**config.mk**
```make
export PLATFORM = sky130hd
export DESIGN_NAME = frame_bank_scheduler_flat
export DESIGN_NICKNAME = d
export VERILOG_FILES = /design/src/rtl/pitch_pkg.sv /design/src/rtl/frame_bank_scheduler_if.sv /design/src/rtl/sat_counter.sv /design/src/rtl/frame_bank_scheduler.sv /design/src/flat_wrapper.sv
export SDC_FILE = /design/constraint.sdc
export NUM_CORES = 1
export LEC_CHECK = 0
export ABC_AREA = 1
export BUFFER_PORTS_ARGS = -buffer_cell sky130_fd_sc_hd__buf_2
export CORE_MARGIN = 4
export CORE_UTILIZATION = 50
export DETAILED_ROUTE_END_ITERATION = 10
export PLACE_DENSITY = 0.81
export RECOVER_POWER = 100
export SYNTH_ARGS = -nofsm -noshare
export SYNTH_HDL_FRONTEND = slang
export SYNTH_SLANG_ARGS = --single-unit
export TNS_END_PERCENT = 20
```
**constraint.sdc**
```tcl
create_clock -name clk -period 2.5 [get_ports clk]
set_clock_uncertainty 0.05 [all_clocks]
set_input_delay 0.125 -clock clk [delete_from_list [all_inputs] [get_ports clk]]
set_output_delay 0.125 -clock clk [all_outputs]
set_load 0.03 [all_outputs]
```
**src/rtl/pitch_pkg.sv**
```systemverilog
// Shared definitions for the pitch-detection frame path.
// Holds the scheduler state encoding, frame buffer geometry, the default
// statistics counter width and a bank-select helper.
package pitch_pkg;

    typedef enum logic [1:0] {
        ST_IDLE = 2'd0,
        ST_FILL = 2'd1,
        ST_HOLD = 2'd2
    } sched_state_e;

    localparam int N_BANKS       = 2;
    localparam int FRAME_LEN     = 2048;
    localparam int ADDR_W        = 11;
    localparam int SAMPLE_W      = 12;
    localparam int CNT_W_DEFAULT = 16;

    // One-hot write enable for a bank index.
    function automatic logic [N_BANKS-1:0] bank_onehot(input logic bank);
        return N_BANKS'(1) << bank;
    endfunction

endpackage

```
**src/rtl/frame_bank_scheduler_if.sv**
```systemverilog
// Handshake bundle between the scheduler, the buffer writer and the f0
// estimator.
//   master: drives enable / frame_done / f0_done, observes scheduler outputs
//   slave : the scheduler itself
interface frame_bank_scheduler_if
    import pitch_pkg::*;
#(
    parameter int CNT_W = CNT_W_DEFAULT
);
    logic               enable;
    logic               frame_done;
    logic               f0_done;
    logic               start_round;
    logic [N_BANKS-1:0] wr_en;
    logic               f0_start;
    logic               rd_bank;
    logic               f0_busy;
    logic               stalled;
    logic [CNT_W-1:0]   frame_count;
    logic [CNT_W-1:0]   overrun_count;

    modport master (
        output enable, frame_done, f0_done,
        input  start_round, wr_en, f0_start, rd_bank, f0_busy, stalled,
               frame_count, overrun_count
    );

    modport slave (
        input  enable, frame_done, f0_done,
        output start_round, wr_en, f0_start, rd_bank, f0_busy, stalled,
               frame_count, overrun_count
    );
endinterface

```
**src/rtl/sat_counter.sv**
```systemverilog
// Saturating up-counter used for the scheduler statistics.
//   clk, rst (sync, active-high), inc : count by one when set
//   count : current value, holds at all-ones
module sat_counter #(
    parameter int WIDTH = 16
) (
    input  logic             clk,
    input  logic             rst,
    input  logic             inc,
    output logic [WIDTH-1:0] count
);
    logic [WIDTH-1:0] count_q;

    always_ff @(posedge clk) begin
        if (rst) begin
            count_q <= '0;
        end else if (inc && (count_q != '1)) begin
            count_q <= count_q + WIDTH'(1);
        end
    end

    assign count = count_q;
endmodule

```
**src/rtl/frame_bank_scheduler.sv**
```systemverilog
// Ping-pong frame bank scheduler between the sample buffer writer and the
// f0 estimator. All outputs are registered.
//   clk, rst : system clock, synchronous active-high reset
//   bus      : slave side of frame_bank_scheduler_if (enable, frame_done,
//              f0_done in; start_round, wr_en, f0_start, rd_bank, f0_busy,
//              stalled, frame_count, overrun_count out)
//
// state | meaning
// IDLE  | pipeline disabled, no bank written
// FILL  | writer filling wr_bank
// HOLD  | frame complete but estimator busy; writer held off
module frame_bank_scheduler
    import pitch_pkg::*;
#(
    parameter bit DROP_ON_OVERRUN = 1'b1,
    parameter int CNT_W           = CNT_W_DEFAULT
) (
    input logic                   clk,
    input logic                   rst,
    frame_bank_scheduler_if.slave bus
);
    if (FRAME_LEN != (1 << ADDR_W) || SAMPLE_W < 1) begin : g_cfg_bad
        $error("frame_bank_scheduler: inconsistent frame buffer geometry");
    end

    sched_state_e       state_q, state_d;
    logic               wr_bank_q, wr_bank_d;
    logic               rd_bank_q, rd_bank_d;
    logic [N_BANKS-1:0] wr_en_q, wr_en_d;
    logic               f0_busy_q, f0_busy_d;
    logic               stalled_q, stalled_d;
    logic               start_round_q, start_round_d;
    logic               f0_start_q, f0_start_d;
    logic               frame_inc, ovr_inc;
    logic               do_swap;
    logic               frame_ok;
    logic               est_free;

    // A frame cannot complete in the cycle its start pulse is still out;
    // this also keeps start_round from firing on back-to-back cycles.
    assign frame_ok = bus.frame_done && !start_round_q;
    // Simultaneous f0_done and frame_done counts as a free estimator.
    assign est_free = !f0_busy_q || bus.f0_done;

    always_ff @(posedge clk) begin
        if (rst) begin
            state_q       <= ST_IDLE;
            wr_bank_q     <= 1'b0;
            rd_bank_q     <= 1'b0;
            wr_en_q       <= '0;
            f0_busy_q     <= 1'b0;
            stalled_q     <= 1'b0;
            start_round_q <= 1'b0;
            f0_start_q    <= 1'b0;
        end else begin
            state_q       <= state_d;
            wr_bank_q     <= wr_bank_d;
            rd_bank_q     <= rd_bank_d;
            wr_en_q       <= wr_en_d;
            f0_busy_q     <= f0_busy_d;
            stalled_q     <= stalled_d;
            start_round_q <= start_round_d;
            f0_start_q    <= f0_start_d;
        end
    end

    always_comb begin
        state_d       = state_q;
        wr_bank_d     = wr_bank_q;
        rd_bank_d     = rd_bank_q;
        wr_en_d       = wr_en_q;
        f0_busy_d     = f0_busy_q;
        stalled_d     = stalled_q;
        start_round_d = 1'b0;
        f0_start_d    = 1'b0;
        frame_inc     = 1'b0;
        ovr_inc       = 1'b0;
        do_swap       = 1'b0;

        if (bus.f0_done) begin
            f0_busy_d = 1'b0;
        end

        case (state_q)
            ST_IDLE: begin
                wr_en_d   = '0;
                stalled_d = 1'b0;
                if (bus.enable) begin
                    start_round_d = 1'b1;
                    wr_en_d       = bank_onehot(wr_bank_q);
                    state_d       = ST_FILL;
                end
            end
            ST_FILL: begin
                if (!bus.enable) begin
                    wr_en_d   = '0;
                    stalled_d = 1'b0;
                    state_d   = ST_IDLE;
                end else begin
                    wr_en_d = bank_onehot(wr_bank_q);
                    if (frame_ok) begin
                        if (est_free) begin
                            do_swap = 1'b1;
                        end else if (DROP_ON_OVERRUN) begin
                            start_round_d = 1'b1;
                            ovr_inc       = 1'b1;
                        end else begin
                            wr_en_d   = '0;
                            stalled_d = 1'b1;
                            ovr_inc   = 1'b1;
                            state_d   = ST_HOLD;
                        end
                    end
                end
            end
            ST_HOLD: begin
                if (!bus.enable) begin
                    wr_en_d   = '0;
                    stalled_d = 1'b0;
                    state_d   = ST_IDLE;
                end else if (bus.f0_done) begin
                    do_swap   = 1'b1;
                    stalled_d = 1'b0;
                    state_d   = ST_FILL;
                end
            end
            default: begin
                wr_en_d   = '0;
                stalled_d = 1'b0;
                state_d   = ST_IDLE;
            end
        endcase

        // Hand the just-filled bank to the estimator and restart the writer
        // on the other one.
        if (do_swap) begin
            rd_bank_d     = wr_bank_q;
            wr_bank_d     = ~wr_bank_q;
            wr_en_d       = bank_onehot(~wr_bank_q);
            start_round_d = 1'b1;
            f0_start_d    = 1'b1;
            f0_busy_d     = 1'b1;
            frame_inc     = 1'b1;
        end
    end

    sat_counter #(.WIDTH(CNT_W)) u_frame_cnt (
        .clk   (clk),
        .rst   (rst),
        .inc   (frame_inc),
        .count (bus.frame_count)
    );

    sat_counter #(.WIDTH(CNT_W)) u_ovr_cnt (
        .clk   (clk),
        .rst   (rst),
        .inc   (ovr_inc),
        .count (bus.overrun_count)
    );

    assign bus.start_round = start_round_q;
    assign bus.wr_en       = wr_en_q;
    assign bus.f0_start    = f0_start_q;
    assign bus.rd_bank     = rd_bank_q;
    assign bus.f0_busy     = f0_busy_q;
    assign bus.stalled     = stalled_q;
endmodule

```
**src/flat_wrapper.sv**
```systemverilog
// flat-port wrapper written by rule: the top's interface ports become plain ports
module frame_bank_scheduler_flat import pitch_pkg::*;
#(
    parameter bit DROP_ON_OVERRUN = 1'b1,
    parameter int CNT_W           = CNT_W_DEFAULT
)
  (clk, rst, bus_enable, bus_frame_done, bus_f0_done, bus_start_round, bus_wr_en, bus_f0_start, bus_rd_bank, bus_f0_busy, bus_stalled, bus_frame_count, bus_overrun_count);
  frame_bank_scheduler_if #(.CNT_W(CNT_W)) bus_i ();
  input logic clk;
  input logic rst;
  input wire logic [$bits(bus_i.enable)-1:0] bus_enable;
  input wire logic [$bits(bus_i.frame_done)-1:0] bus_frame_done;
  input wire logic [$bits(bus_i.f0_done)-1:0] bus_f0_done;
  output wire logic [$bits(bus_i.start_round)-1:0] bus_start_round;
  output wire logic [$bits(bus_i.wr_en)-1:0] bus_wr_en;
  output wire logic [$bits(bus_i.f0_start)-1:0] bus_f0_start;
  output wire logic [$bits(bus_i.rd_bank)-1:0] bus_rd_bank;
  output wire logic [$bits(bus_i.f0_busy)-1:0] bus_f0_busy;
  output wire logic [$bits(bus_i.stalled)-1:0] bus_stalled;
  output wire logic [$bits(bus_i.frame_count)-1:0] bus_frame_count;
  output wire logic [$bits(bus_i.overrun_count)-1:0] bus_overrun_count;
  assign bus_i.enable = bus_enable;
  assign bus_i.frame_done = bus_frame_done;
  assign bus_i.f0_done = bus_f0_done;
  assign bus_start_round = bus_i.start_round;
  assign bus_wr_en = bus_i.wr_en;
  assign bus_f0_start = bus_i.f0_start;
  assign bus_rd_bank = bus_i.rd_bank;
  assign bus_f0_busy = bus_i.f0_busy;
  assign bus_stalled = bus_i.stalled;
  assign bus_frame_count = bus_i.frame_count;
  assign bus_overrun_count = bus_i.overrun_count;
  frame_bank_scheduler #(.DROP_ON_OVERRUN(DROP_ON_OVERRUN), .CNT_W(CNT_W)) u_core (.clk(clk), .rst(rst), .bus(bus_i));
endmodule
```
==> impl_metrics.tcl <==
set metrics [dict create \
    multi_input_area_um2 1191 \
    tightestPinTransition_ns 0.6228 \
    worst_skew_pair.late_latency_ns 0.29 \
    die-height_um 74.80 \
    maxCapViolCount 0 \
    die-area_um2 5594 \
    syn_inst 345 \
    cts_tree "done" \
    hold_buffers 0 \
    reg2reg_depth 6 \
    startpoint_type "register" \
    n_fill_cell 433 \
    grt_antenna_before_repair 0 \
    wirelength_mm 5.117 \
    ioPinCount 44 \
    cpPeakStageDelay_ns 0.51 \
    clockRootBuffer "clkbuf_8" \
    seq_area_um2 800.8 \
    ys_seq_area_share_pct 35.89 \
    crit_chain "ha_1 > nand2_1 > nor2_4 > nand4_1 > a21oi_1 > nor2_1" \
    placedCellCount 434 \
    core_area_um2 4324 \
    final_cells 442 \
    setup_tns_ns 0 \
    cp.arrival_ns 2.03 \
    synth_nets 352 \
    fin_crit_ns 1.885 \
    die_w_um 74.80 \
    path_class "reg -> reg" \
    routedWlPerCell_um 11.58 \
    cts_resized 0 \
    yosys_warnings 0 \
    end_kind "register" \
    crit_family "simple AND/OR/NAND/NOR gates" \
    hpwl_mm 3.904 \
    clk_pin_slew_worst_paths_ns 0.08 \
    vias_per_cell 5.052 \
    syn-cell-area_um2 2231 \
    cts_buffers 5 \
    drt_first_pass_iters 4 \
    worstPathRequired_ns 2.64 \
    port_buffers 42 \
    cts_setup_buffers 0 \
    syn_area_per_cell_um2 6.466 \
    grt_max_degree 19 \
    ctsHtreeMaxLevel 2 \
    rsz0062_at_grt "false" \
    drt_iter0_markers 154 \
    gr-usage-all-layers_pct 20.15 \
    antenna-diode-count 0 \
    ys_types 30 \
    crit_fanout 15 \
    drv_slew 0 \
    grt_pass1_wl_mm 8.832 \
    hold_class "in -> reg" \
    clock_path_buffers 2 \
    power_density_nw_per_um2 473.6 \
    nets 396 \
    ys_seq_elements 40 \
    max_freq_mhz 530.6 \
    path_depth 6 \
    fin_crit_sh_pct 75.39 \
    slowest_stage "nand4_1" \
    vdd_drop_max_v 0.0003033 \
    path_buf_inv 0 \
    clock-sinks 40 \
    grt_pass1_vias 2064 \
    vias 2233 \
    layout.cells.most_common "nand2_1" \
    relSlewSlack_pct 58.36 \
    startpoint "u_core.u_frame_cnt.count[0]" \
    reg2reg_from "u_core.u_frame_cnt.count[0]" \
    drc 0 \
    syn2layout_area_growth_pct 9.703 \
    gp_congestion 0.9095 \
    setup-violations-final 0 \
    hold_violations 0 \
    min_delay_path_depth 3 \
    rows 24 \
    drive_gt1_share_pct 7.436 \
    final_antenna_net_count 0 \
    layout_common_cells "nand2_1 (92), nor2_1 (83), dfxtp_1 (40)" \
    worstHoldStart "bus_enable" \
    postLayoutCoreUtil_pct 56.60 \
    grt.overflow.total 0 \
    start_util_pct 51.59 \
    outcome "finished, final reports clean" \
    power_leakage_nw 0.9021 \
    hold_slack_ns 0.06765 \
]
-- worst reg2reg max path, delay by kind of cell, from the launching register on --
| kind | cells | cell delay [ns] |
|---|---|---|
| compound gates | 1 | 0.33 |
| flops | 1 | 0.40 |
| simple gates | 4 | 0.80 |
| fa+ha+maj | 1 | 0.21 |
-- synthesized netlist by cell type (all sizes together) --
master	number	area, um^2
a21oi	24	120.1
a31oi	1	6.260
buf	5	40.04
clkbuf	1	3.750
clkinv	1	3.750
conb	1	3.750
dfxtp	40	800.8
ha	2	25.02
inv	32	120.1
nand2	98	395.4
nand3	29	155.2
nand3b	1	7.510
nand4	6	52.55
nor2	93	421.7
nor3	2	10.01
o211a	1	10.01
o21ai	5	28.78
or2	1	8.760
xnor2	1	8.760
xor2	1	8.760
-- cell type report --
| type | instances | share of cell area [%] |
|---|---|---|
| multi-input combinational | 266 | 48.67 |
| sequential | 40 | 32.72 |
| timing repair buffer | 43 | 6.902 |
| inverter | 33 | 5.061 |
| clock buffer | 6 | 3.374 |
| tap | 52 | 2.658 |
| clock inverter | 2 | 0.6135 |
-- per-stage QoR --
| stage | setup slack, ns | area (um^2) | power (mW) |
|---|---|---|---|
| 2_1_floorplan | 0.8219 | 2231 | 0.7039 |
| 3_3_place_gp | 0.9782 | 2470 | 0.7156 |
| 3_5_place_dp | 0.9207 | 2470 | 0.7166 |
| 4_1_cts | 0.9112 | 2567 | 1.180 |
| 5_1_grt | 0.4053 | 2447 | 1.211 |
| 6_report | 0.6152 | 2447 | 1.159 |
-- power by group --
part	switching [mW]	total (mW)	internal (mW)	leakage, nW
sequential	0.00316	0.645	0.642	0.323
combinational	0.0374	0.0512	0.0138	0.535
clock	0.239	0.462	0.224	0.0434
total	0.280	1.16	0.879	0.902
-- registers in the layout, summed over array words and instances (netlist names) --
register	count
u_core.bus.f0_start	1
u_core.wr_bank_q	1
u_core.bus.rd_bank	1
u_core.bus.wr_en	2
u_core.bus.f0_busy	1
u_core.u_frame_cnt.count	16
u_core.u_ovr_cnt.count	16
u_core.state_q	1
u_core.bus.start_round	1
-- kinds of logic after synthesis --
logic type / share of synthesized area, %
simple gates: 47.11
compound gates: 7.404
flops: 35.89
other cells: 0.1681
xor+xnor: 0.7853
buf+inv: 7.515
fa+ha+maj: 1.122
-- metal layers --
layer	part of all wire, %	GRT usage, %
met2	48	34.93
met1	45	24.53
met3	5.9	4.940
met5	0	0
met4	1.4	6.522
-- path summary, 6_finish.rpt --
| path | endpoint | slack, ns |
|---|---|---|
| max | u_core.u_frame_cnt.count[14] | 0.62 |
| min | u_core.state_q[0] | 0.07 |
| max reg2reg | u_core.u_frame_cnt.count[14] | 0.62 |
| min reg2reg | u_core.bus.start_round | 0.42 |
No activity file was read; power rests on OpenSTA's default activity.
